`src/rtl/if_fetch_unit_pkg.sv`:
```
// Shared pipeline definitions for the instruction-fetch stage.
//   fetch_state_e : FETCH / HOLD / DRAIN state encoding
//   PIPE_*        : default widths, reset PC and NOP instruction
package if_fetch_unit_pkg;

    typedef enum logic [1:0] {
        FETCH = 2'd0,
        HOLD  = 2'd1,
        DRAIN = 2'd2
    } fetch_state_e;

    localparam int          PIPE_ADDR_W   = 32;
    localparam int          PIPE_INST_W   = 32;
    localparam logic [31:0] PIPE_RESET_PC = 32'h0000_0000;
    localparam logic [31:0] PIPE_NOP_INST = 32'h0000_0000;

endpackage

```
`src/rtl/if_fetch_unit_reg.sv`:
```
// RegisterSynch: general-purpose register with synchronous reset.
//   clk : clock, rising edge
//   rst : synchronous reset, loads RST_VAL
//   clr : synchronous clear, loads RST_VAL (lower priority than rst)
//   ld  : load enable for d
//   d   : next value
//   q   : registered value
module RegisterSynch #(
    parameter int           W       = 32,
    parameter logic [W-1:0] RST_VAL = '0
) (
    input  logic         clk,
    input  logic         rst,
    input  logic         clr,
    input  logic         ld,
    input  logic [W-1:0] d,
    output logic [W-1:0] q
);

    always_ff @(posedge clk) begin
        if (rst || clr) begin
            q <= RST_VAL;
        end else if (ld) begin
            q <= d;
        end
    end

endmodule

```
`src/rtl/if_fetch_unit.sv`:
```
// Instruction-fetch stage feeding the IF/ID pipeline register.
// Owns the PC, handshakes with a variable-latency instruction memory,
// applies branch redirects and downstream freeze.
//   CLK, RST            : clock, synchronous active-high reset
//   freeze              : hold delivered instruction, do not advance PC
//   branch_taken/addr   : one-cycle redirect (overrides freeze)
//   imem_req/addr       : fetch request; address stable until imem_ready
//   imem_ready/rdata    : memory response
//   pc_out              : delivered instruction address + 4
//   inst_out/inst_valid : delivered instruction (NOP_INST when not valid)
//   fsm_state           : current FSM state, for observation
//
// Handshake: a request is presented while imem_req=1 and completes in the
// first cycle with imem_ready=1 (possibly the same cycle). A request is never
// withdrawn; a branch while a request is pending moves to DRAIN, which keeps
// presenting the old address until the memory answers, then drops the data.
module if_fetch_unit
    import if_fetch_unit_pkg::*;
#(
    parameter int                ADDR_W   = PIPE_ADDR_W,
    parameter int                INST_W   = PIPE_INST_W,
    parameter logic [ADDR_W-1:0] RESET_PC = ADDR_W'(PIPE_RESET_PC),
    parameter logic [INST_W-1:0] NOP_INST = INST_W'(PIPE_NOP_INST)
) (
    input  logic              CLK,
    input  logic              RST,
    input  logic              freeze,
    input  logic              branch_taken,
    input  logic [ADDR_W-1:0] branch_addr,
    output logic              imem_req,
    output logic [ADDR_W-1:0] imem_addr,
    input  logic              imem_ready,
    input  logic [INST_W-1:0] imem_rdata,
    output logic [ADDR_W-1:0] pc_out,
    output logic [INST_W-1:0] inst_out,
    output logic              inst_valid,
    output logic [1:0]        fsm_state
);

    fetch_state_e      state;
    logic [ADDR_W-1:0] pc;
    logic [ADDR_W-1:0] pc_inc;
    logic [ADDR_W-1:0] pc_d;
    logic [ADDR_W-1:0] br_target;
    logic [ADDR_W-1:0] drain_addr;
    logic [INST_W-1:0] hold_buf;
    logic              pc_ld;
    logic              drain_ld;
    logic              hold_ld;

    // Next-PC selection and register load enables.
    always_comb begin
        pc_inc    = pc + ADDR_W'(4);    // wraps modulo 2^ADDR_W
        br_target = {branch_addr[ADDR_W-1:2], 2'b00};
        pc_d      = pc_inc;
        pc_ld     = 1'b0;
        drain_ld  = 1'b0;
        hold_ld   = 1'b0;
        if (branch_taken) begin
            pc_d     = br_target;
            pc_ld    = 1'b1;
            // Remember the abandoned address so it stays on the bus.
            drain_ld = (state == FETCH) && !imem_ready;
        end else begin
            case (state)
                FETCH: begin
                    pc_ld   = imem_ready && !freeze;
                    hold_ld = imem_ready && freeze;
                end
                HOLD:    pc_ld = !freeze;
                default: ;
            endcase
        end
    end

    RegisterSynch #(.W(ADDR_W), .RST_VAL(RESET_PC)) u_pc_reg (
        .clk(CLK), .rst(RST), .clr(1'b0), .ld(pc_ld), .d(pc_d), .q(pc)
    );

    RegisterSynch #(.W(ADDR_W), .RST_VAL(RESET_PC)) u_drain_reg (
        .clk(CLK), .rst(RST), .clr(1'b0), .ld(drain_ld), .d(pc), .q(drain_addr)
    );

    // A flush empties the hold buffer back to NOP.
    RegisterSynch #(.W(INST_W), .RST_VAL(NOP_INST)) u_hold_reg (
        .clk(CLK), .rst(RST), .clr(branch_taken), .ld(hold_ld), .d(imem_rdata), .q(hold_buf)
    );

    always_ff @(posedge CLK) begin
        if (RST) begin
            state <= FETCH;
        end else begin
            case (state)
                FETCH: begin
                    if (branch_taken) begin
                        state <= imem_ready ? FETCH : DRAIN;
                    end else if (imem_ready && freeze) begin
                        state <= HOLD;
                    end
                end
                HOLD: begin
                    if (branch_taken || !freeze) begin
                        state <= FETCH;
                    end
                end
                DRAIN: begin
                    // A branch here only retargets pc; the outstanding
                    // request still has to complete before fetching resumes.
                    if (imem_ready) begin
                        state <= FETCH;
                    end
                end
                default: state <= FETCH;
            endcase
        end
    end

    always_comb begin
        imem_req   = 1'b1;
        imem_addr  = pc;
        inst_valid = 1'b0;
        inst_out   = NOP_INST;
        pc_out     = pc_inc;
        case (state)
            FETCH: begin
                inst_valid = imem_ready && !branch_taken;
                if (inst_valid) begin
                    inst_out = imem_rdata;
                end
            end
            HOLD: begin
                imem_req   = 1'b0;
                inst_valid = !branch_taken;
                if (inst_valid) begin
                    inst_out = hold_buf;
                end
            end
            DRAIN:   imem_addr = drain_addr;
            default: ;
        endcase
    end

    assign fsm_state = state;

endmodule

```
`config.mk`:
```
export PLATFORM = sky130hd
export DESIGN_NAME = if_fetch_unit
export DESIGN_NICKNAME = d
export VERILOG_FILES = /design/src/rtl/if_fetch_unit_pkg.sv /design/src/rtl/if_fetch_unit_reg.sv /design/src/rtl/if_fetch_unit.sv
export SDC_FILE = /design/constraint.sdc
export NUM_CORES = 1
export LEC_CHECK = 0
export CORE_ASPECT_RATIO = 0.75
export CORE_MARGIN = 4
export CORE_UTILIZATION = 30
export DETAILED_ROUTE_END_ITERATION = 10
export GPL_ROUTABILITY_DRIVEN = 1
export SLEW_MARGIN = 30
export SYNTH_ARGS = -nofsm -noshare
export SYNTH_HDL_FRONTEND = slang
export SYNTH_SLANG_ARGS = --single-unit
export TNS_END_PERCENT = 20
```
`constraint.sdc`:
```
create_clock -name CLK -period 2.1 [get_ports CLK]
set_input_delay 0.21 -clock CLK [delete_from_list [all_inputs] [get_ports CLK]]
set_output_delay 0.21 -clock CLK [all_outputs]
set_load 0.1 [all_outputs]
```
# Yosys cells after proc, flatten, opt, wreduce, memory -nomap -nowiden
# Index checks and enable logic that the tools add are counted.
dict set report word_totals {
  regBits 98
  out_inout_bits 100
  wordCells 39
}
dict set report classes {
  add_sub_neg 1
  n_eq_ne 5
  n_mux 18
  n_reduce_logical 11
}
# op n
set op_table {}
lappend op_table {{two-way mux 32 bit} 4}
lappend op_table {{case mux 32 bit (2 select lines)} 1}
lappend op_table {{adder 32 x 3 -> 32 bit (second input constant)} 1}
lappend op_table {{two-way mux 2 bit} 5}
lappend op_table {{case mux 2 bit (3 select lines)} 1}
lappend op_table {{two-way mux 1 bit} 5}
lappend op_table {{logical AND 1 bit} 4}
lappend op_table {{!= test 2 bit (second input constant)} 2}
lappend op_table {{case mux 1 bit (2 select lines)} 2}
lappend op_table {{zero test 1 bit} 3}
lappend op_table {{!= test 3 x 2 -> 1 bit (second input constant)} 1}
lappend op_table {{AND reduction 3 bit} 1}
lappend op_table {{equality test 2 x 1 -> 1 bit (second input constant)} 1}
lappend op_table {{equality test 2 bit (second input constant)} 1}
lappend op_table {{zero test 2 bit} 1}
lappend op_table {{logical OR 1 bit} 2}

# Depth between registers and ports, before layout
# Gate-level depths: netlist of run 1.
dict set report logic_depth {
  ltp_word 4
  mapped_depth 7
  mapped_depth_nobuf 6
}

# By module
# Synthesis of run 1 repeated with hierarchy kept, for this count alone.
dict set report hier_totals {
  cells_unflattened 595
  area_unflattened_um2 5416.4
}
# mod n_inst cells_per_inst area_each_um2 seq_area_each_um2
set by_module_without_submodules {}
lappend by_module_without_submodules {RegisterSynch 3 105 1156.1 640.6}
lappend by_module_without_submodules {if_fetch_unit 1 280 1948.1 40.0}

# Worst setup path before layout of run 1
# No wires, ideal clock.
dict set report synth_timing {
  path_kind {reg-to-output}
  from {reg state[0], in the netlist fsm_state[0]}
  to {out imem_addr[11]}
  t_arrival_ps 3629
  required_time_ps 1890
  setup_slack_ps -1739
  path_stages_with_launch 5
  path_buffers 2
  cell_sequence {dfxtp_1 > nor2b_1 > clkbuf_1 > clkbuf_1 > o21ai_0}
}
dict set report synth_between {
  elab_chain_cells 2
}
# item line
set synth_rtl {}
lappend synth_rtl {{from (decl)} if_fetch_unit.sv:40} ;# fetch_state_e state;
lappend synth_rtl {{from (signal assigned)} if_fetch_unit.sv:96} ;# state <= imem_ready ? FETCH : DRAIN;
lappend synth_rtl {{equality test 2 bit} if_fetch_unit.sv:124} ;# case (state)
lappend synth_rtl {{two-way mux 32 bit} if_fetch_unit.sv:124}
lappend synth_rtl {{to (decl)} if_fetch_unit.sv:31} ;# output logic [ADDR_W-1:0] imem_addr,
# Every way passes these cells.

# Worst setup path after layout of run 1
dict set report layout_timing {
  from {reg u_pc_reg.q[2]}
  to {out pc_out[23]}
}
dict set report layout_between {
  elab_chain_cells 1
}
# item line
set layout_rtl {}
lappend layout_rtl {{from (decl)} if_fetch_unit_reg.sv:17} ;# output logic [W-1:0] q
lappend layout_rtl {{from (signal assigned)} if_fetch_unit_reg.sv:22} ;# q <= RST_VAL;
lappend layout_rtl {{from (signal assigned)} if_fetch_unit_reg.sv:24} ;# q <= d;
lappend layout_rtl {{adder 32 x 3 -> 32 bit} if_fetch_unit.sv:53} ;# pc_inc = pc + ADDR_W'(4);
lappend layout_rtl {{to (decl)} if_fetch_unit.sv:34} ;# output logic [ADDR_W-1:0] pc_out,
# Every way passes these cells.

==> results.sh, run 1 <==
export IMPL_outcome="finished, violations left"
export IMPL_violations="setup timing"
export IMPL_synthFlopType="dfxtp_1"
export IMPL_drtPass1Iterations=5
export IMPL_antenna_found_initial=0
export IMPL_start_util_pct=30.51
export IMPL_grt_pass1_vias=5387
export IMPL_synthArstFlopShare_pct=0
export IMPL_endpoint_kind="output pin"
export IMPL_worstSetupPathType="reg -> out"
export IMPL_htreeDepth=3
export IMPL_nFillCells=1526
export IMPL_ios=169
export IMPL_endpoint="pc_out[23]"
export IMPL_clock_skew_ns=0.01138
export IMPL_setup_violations=20
export IMPL_ff2ff_setup_slack_ns=0.24
export IMPL_wl_um=18550
export IMPL_viasPerCell=4.997
export IMPL_final_setup_tns_ns=-2.866
export IMPL_ant_nets=0
export IMPL_power_leakage_uw=0.003648
export IMPL_relSlewSlack_pct=55.03
export IMPL_final_cell_mix="217 x nand2_1, 96 x buf_12, 77 x dfxtp_1"
export IMPL_vdd_drop_max_mv=0.4898
export IMPL_clk_latency_ns=0.36
export IMPL_maxCapViolCount=0
export IMPL_drc=0
export IMPL_globalplace_congestion=0.9289
export IMPL_layout_commonest_cell="nand2_1"
export IMPL_ys_types=54
export IMPL_stdcell_area_um2=9288
export IMPL_vias=5627
export IMPL_r2r_start="u_pc_reg.q[2]$_SDFFE_PP0P_"
export IMPL_ys_ff_latch=94
export IMPL_syn_avg_cell_area_um2=7.160
export IMPL_final_layout_size_suffix_gt1_share_pct=32.27
export IMPL_antennaDiodeCount=0
export IMPL_wl_per_cell_um=16.48
export IMPL_port_buffers=162
export IMPL_reg2reg_to="u_pc_reg.q[15]$_SDFFE_PP0P_"
export IMPL_startpoint_type="register"
export IMPL_min_period_over_period_pct=111.0
export IMPL_clk_pin_slew_ns=0.07
export IMPL_grt_overflow=0
export IMPL_rsz0062_at_grt="yes"
export IMPL_worst_r2r_cell_count=7
export IMPL_hpwl_um=13020
export IMPL_cp_max_fo=5
export IMPL_synth_yosys_seq_area_share_pct=36.66
export IMPL_hold_viol=0
export IMPL_worstPathRequired_ns=1.89
export IMPL_rows=41
export IMPL_syn_area_um2=5134
export IMPL_cts_root_buf="clkbuf_16"
export IMPL_die_h_um=121.3
export IMPL_cts_sinks=94
export IMPL_area_growth_pct=80.92
export IMPL_arrival_ns=2.12
export IMPL_cts_tree="done"
export IMPL_first_iter_violations=345
export IMPL_synth_warnings=0
export IMPL_max_freq_mhz=429.2
export IMPL_max_slew_worst_pin_slew_ns=0.6746
export IMPL_numCtsBuffers=9
export IMPL_setup_slack_ns=-0.2301
export IMPL_drv_slew=0
export IMPL_finish_net_count=976
export IMPL_startpoint="u_pc_reg.q[2]$_SDFFE_PP0P_"
export IMPL_grt_max_degree=33
export IMPL_hp_class="in -> reg"
export IMPL_powerDensity_nw_per_um2=621.1
export IMPL_grt_util_all_layers_pct=18.86
export IMPL_cts_buffer_depth=2
export IMPL_die_width_um=159.1
export IMPL_dieArea_um2=19290
export IMPL_synthCells=717
export IMPL_synth_edf_count=0
export IMPL_dp_slack_ns=0.007935
export IMPL_place_area_um2=8522
export IMPL_fin_crit_ns=2.330
export IMPL_core_area_um2=16830
export IMPL_grt_pass1_wl_um=29400
-- cell type report --
cell class	count	area (µm²)	area share, %
clock buffers	9	225.2	2.425
clock inverters	7	103.9	1.118
inverters	21	82.58	0.8891
multi-input cells	536	3483	37.51
flip-flops and latches	94	1913	20.60
well taps	215	269.0	2.896
repair buffers	244	3211	34.57
-- how the worst min path moves through the flow --
stage                               start                          end  slack (ns)  cells after the start
after floorplan           branch_addr[26]  u_pc_reg.q[26]$_SDFFE_PP0P_        0.33                      2
after global placement                RST    fsm_state[0]$_SDFFE_PP0P_        0.43                      2
after detailed placement              RST    fsm_state[0]$_SDFFE_PP0P_        0.43                      2
after CTS                             RST    fsm_state[0]$_SDFFE_PP0P_        0.05                      2
after global routing                  RST    fsm_state[0]$_SDFFE_PP0P_        0.07                      2
final                                 RST    fsm_state[0]$_SDFFE_PP0P_        0.06                      2
-- logic make-up after synthesis --
family                   synth area share, %
AO/OA/AOI/OAI                          18.84
XOR/XNOR                               5.630
adder cells (fa/ha/maj)               0.2437
buffers and inverters                  7.190
flip-flops                             36.66
multiplexers                          0.7799
other                                0.07305
AND/OR/NAND/NOR                        30.59
-- stage by stage --
stage          instances  hold slack [ns]  total power (µW)  util, %
6_report            1126          0.05787              5769    55.20
3_3_place_gp        1089           0.4325              3914    50.65
3_5_place_dp        1089           0.4345              3922    50.65
4_1_cts             1116          0.04954              5799    54.31
2_1_floorplan        720           0.3334              3142        -
5_1_grt             1126          0.06590              5964    55.20
-- metal layers --
metal | track usage [%] | part of all wire [%] | up-vias
met4 | 4.390 | 1.2 | 0
met2 | 29.16 | 46 | 169
li1 | - | - | 2784
met3 | 6.282 | 7.2 | 17
met1 | 25.61 | 46 | 2657
met5 | 0 | 0 | -
-- flip-flops by register name, summed over array words and instances (netlist names) --
signal / flops
u_hold_reg.q: 32
u_drain_reg.q: 30
u_pc_reg.q: 30
fsm_state: 2
-- cells in the mapped netlist, drive strengths merged, types with 2 or more instances --
cell type  number  area, µm²
nand2         235      882.1
dfxtp          94       1882
a21oi          67      335.3
clkbuf         53      200.2
a22o           32      280.3
inv            21      78.83
nand3          20      100.1
nor2           20      75.07
xnor2          20      175.2
buf            16      90.09
nor2b          14      87.58
xor2           13      113.9
nand4          12      90.09
o22ai          12      81.33
a22oi          11      82.58
o21ai          11      55.05
nor3            7      51.30
nor4            7      58.81
a31oi           4      25.02
and3            4      25.02
mux2i           4      40.04
nand3b          4      30.03
or2             4      25.03
and4            3      26.28
nand2b          3      18.77
nor3b           3      22.52
o311ai          3      26.28
o31a            3      26.28
and2            2      12.52
or3             2      12.51
or4             2      18.77
-- repair_timing --
action                                  4_1_cts  5_1_grt
endpoints found under the setup margin       20       22
setup buffers                                12       10
hold buffers                                  0        0
pin swaps                                    19        8
resized for setup                            49       15
-- report_power, final --
part,switching (µW),internal (µW)
logic,1280,744
registers,59.2,1840
clock network,780,1060
total,2120,3650
-- critical path, cell delays in order (launching register included) --
cell and delay [ns]:
dfxtp_4 0.38, buf_4 0.12, nand3_4 0.09, or4_4 0.57
nor3_4 0.18, xnor2_2 0.15, inv_1 0.09, buf_12 0.17
Power figures use the tool's default switching activity.
==> run 2, diff against run 1 <==
MAX_ROUTING_LAYER = met4   (was unset)
==> results.sh, run 2 (same netlist as run 1, synthesis figures left out) <==
export IMPL_port_buffers=162
export IMPL_largest_reg_flops=32
export IMPL_setup_violations=19
export IMPL_clk_latency_ns=0.35
export IMPL_endpoint="pc_out[23]"
export IMPL_internal_power_uw=3648
export IMPL_powerDensity_nw_per_um2=620.8
export IMPL_viasPerCell=4.995
export IMPL_dieArea_um2=19290
export IMPL_layout_commonest_cell="nand2_1"
export IMPL_grt_overflow=0
export IMPL_met3_length_um=1205
export IMPL_wl_met1_um=8803
export IMPL_grt_util_all_layers_pct=19.41
export IMPL_reg2reg_to="u_pc_reg.q[15]$_SDFFE_PP0P_"
export IMPL_area_growth_pct=80.92
export IMPL_drc=0
export IMPL_vdd_drop_max_mv=0.4810
export IMPL_reg_largest_list="u_hold_reg.q (32), u_drain_reg.q (30), u_pc_reg.q (30)"
export IMPL_clk_pin_slew_ns=0.07
export IMPL_startpoint="u_pc_reg.q[2]$_SDFFE_PP0P_"
export IMPL_cts_sinks=94
export IMPL_antennaDiodeCount=0
export IMPL_outcome="finished, violations left"
export IMPL_final_cell_mix="217 x nand2_1, 96 x buf_12, 77 x dfxtp_1"
export IMPL_clock_skew_ns=0.01011
export IMPL_p_sw_share_pct=36.73
export IMPL_cts_buffer_depth=2
export IMPL_globalplace_congestion=0.9453
export IMPL_violations="setup timing"
export IMPL_grt_pass1_vias=5394
export IMPL_endpoint_kind="output pin"
export IMPL_relSlewSlack_pct=55.53
export IMPL_htreeDepth=3
export IMPL_first_iter_violations=341
export IMPL_hpwl_um=13020
export IMPL_max_slew_worst_pin_slew_ns=0.6670
export IMPL_arrival_ns=2.11
export IMPL_hp_class="in -> reg"
export IMPL_grt_pass1_wl_um=29370
export IMPL_min_period_over_period_pct=110.7
export IMPL_ios=169
export IMPL_max_flop_register="u_hold_reg.q"
export IMPL_core_area_um2=16830
export IMPL_final_cells=1126
export IMPL_top_layer="met4"
export IMPL_startpoint_type="register"
export IMPL_wl_um=18530
export IMPL_worstPathRequired_ns=1.89
export IMPL_hold_buffers=0
export IMPL_clockPowerShare_pct=31.9
export IMPL_die_h_um=121.3
export IMPL_numCtsBuffers=9
export IMPL_start_util_pct=30.51
export IMPL_power_leakage_uw=0.003648
export IMPL_cts_root_buf="clkbuf_16"
export IMPL_fin_hold_ws_ns=0.06216
export IMPL_cts_tree="done"
export IMPL_wl_met2_um=8364
export IMPL_pwr_share_comb_pct=35.1
export IMPL_max_freq_mhz=430.2
export IMPL_final_util_pct=55.20
export IMPL_worst_r2r_cell_count=7
export IMPL_rows=41
export IMPL_wl_per_cell_um=16.46
export IMPL_vias=5624
export IMPL_r2r_start="u_pc_reg.q[2]$_SDFFE_PP0P_"
export IMPL_drtPass1Iterations=5
export IMPL_rsz0062_at_grt="yes"
export IMPL_place_inst=1089
export IMPL_fin_crit_ns=2.325
export IMPL_p_switching_uw=2118
export IMPL_die_width_um=159.1
export IMPL_ant_nets=0
export IMPL_power_frac_seq_pct=33.0
export IMPL_drv_slew=0
export IMPL_antenna_found_initial=0
export IMPL_finish_net_count=976
export IMPL_grt_max_degree=33
export IMPL_cp_max_fo=5
export IMPL_maxCapViolCount=0
export IMPL_setup_slack_ns=-0.2246
export IMPL_final_layout_size_suffix_gt1_share_pct=32.27
export IMPL_worstSetupPathType="reg -> out"
export IMPL_hold_viol=0
export IMPL_ff2ff_setup_slack_ns=0.23
## run 2: cell counts in the layout (fill, tap and decap cells not counted)
Identical to the previous run, type by type.
## run 2: worst min-delay path by stage
stage / startpoint / to / slack, ns / cells past startpoint
after floorplan: branch_addr[26] / u_pc_reg.q[26]$_SDFFE_PP0P_ / 0.33 / 2
after global placement: RST / fsm_state[0]$_SDFFE_PP0P_ / 0.43 / 2
after detailed placement: RST / fsm_state[0]$_SDFFE_PP0P_ / 0.43 / 2
after CTS: RST / fsm_state[0]$_SDFFE_PP0P_ / 0.05 / 2
after global routing: RST / fsm_state[0]$_SDFFE_PP0P_ / 0.07 / 2
final: RST / fsm_state[0]$_SDFFE_PP0P_ / 0.06 / 2
## run 2: power groups by stage
| stage | Sequential (µW) | Combinational, µW | Clock (µW) |
|---|---|---|---|
| 2_1_floorplan | 1930 | 1210 | 0 |
| 3_3_place_gp | 1930 | 1980 | 0 |
| 3_5_place_dp | 1940 | 1990 | 0 |
| 4_1_cts | 1900 | 2010 | 1890 |
| 5_1_grt | 1910 | 2100 | 1950 |
| 6_report | 1900 | 2030 | 1840 |
## run 2: cell type report
cell class	count	area, µm²
fillers	1526	7538
multi-input cells	536	3483
repair buffers	244	3211
flip-flops and latches	94	1913
well taps	215	269.0
clock buffers	9	225.2
clock inverters	7	103.9
inverters	21	82.58
## run 2: worst max-delay path, stage by stage (launching register included)
cell     delay [ns]
dfxtp_4        0.38
buf_4          0.12
nand3_4        0.09
or4_4          0.57
nor3_4         0.18
xnor2_2        0.15
inv_1          0.09
buf_12         0.17
## run 2: layer usage
| metal | GRT usage [%] | vias up |
|---|---|---|
| met4 | 4.390 | 0 |
| met2 | 29.06 | 182 |
| met5 | - | - |
| li1 | - | 2783 |
| met3 | 5.535 | 14 |
| met1 | 26.19 | 2645 |
## run 2: per-stage QoR
step / setup slack (ns) / area (µm²) / setup TNS [ns] / total power (µW)
6_report: -0.2246 / 9288 / -2.824 / 5766
3_5_place_dp: 0.007935 / 8522 / 0 / 3922
5_1_grt: -0.3130 / 9288 / -4.814 / 5967
2_1_floorplan: -0.4697 / 5513 / -17.13 / 3142
3_3_place_gp: 0.07605 / 8522 / 0 / 3914
4_1_cts: -0.2114 / 9138 / -2.773 / 5799
## run 2: repair_timing
action	in CTS	in global routing
gates resized for setup	49	15
buffers inserted	12	10
pin swaps	19	8
gates cloned	0	0
setup endpoints to repair	20	22
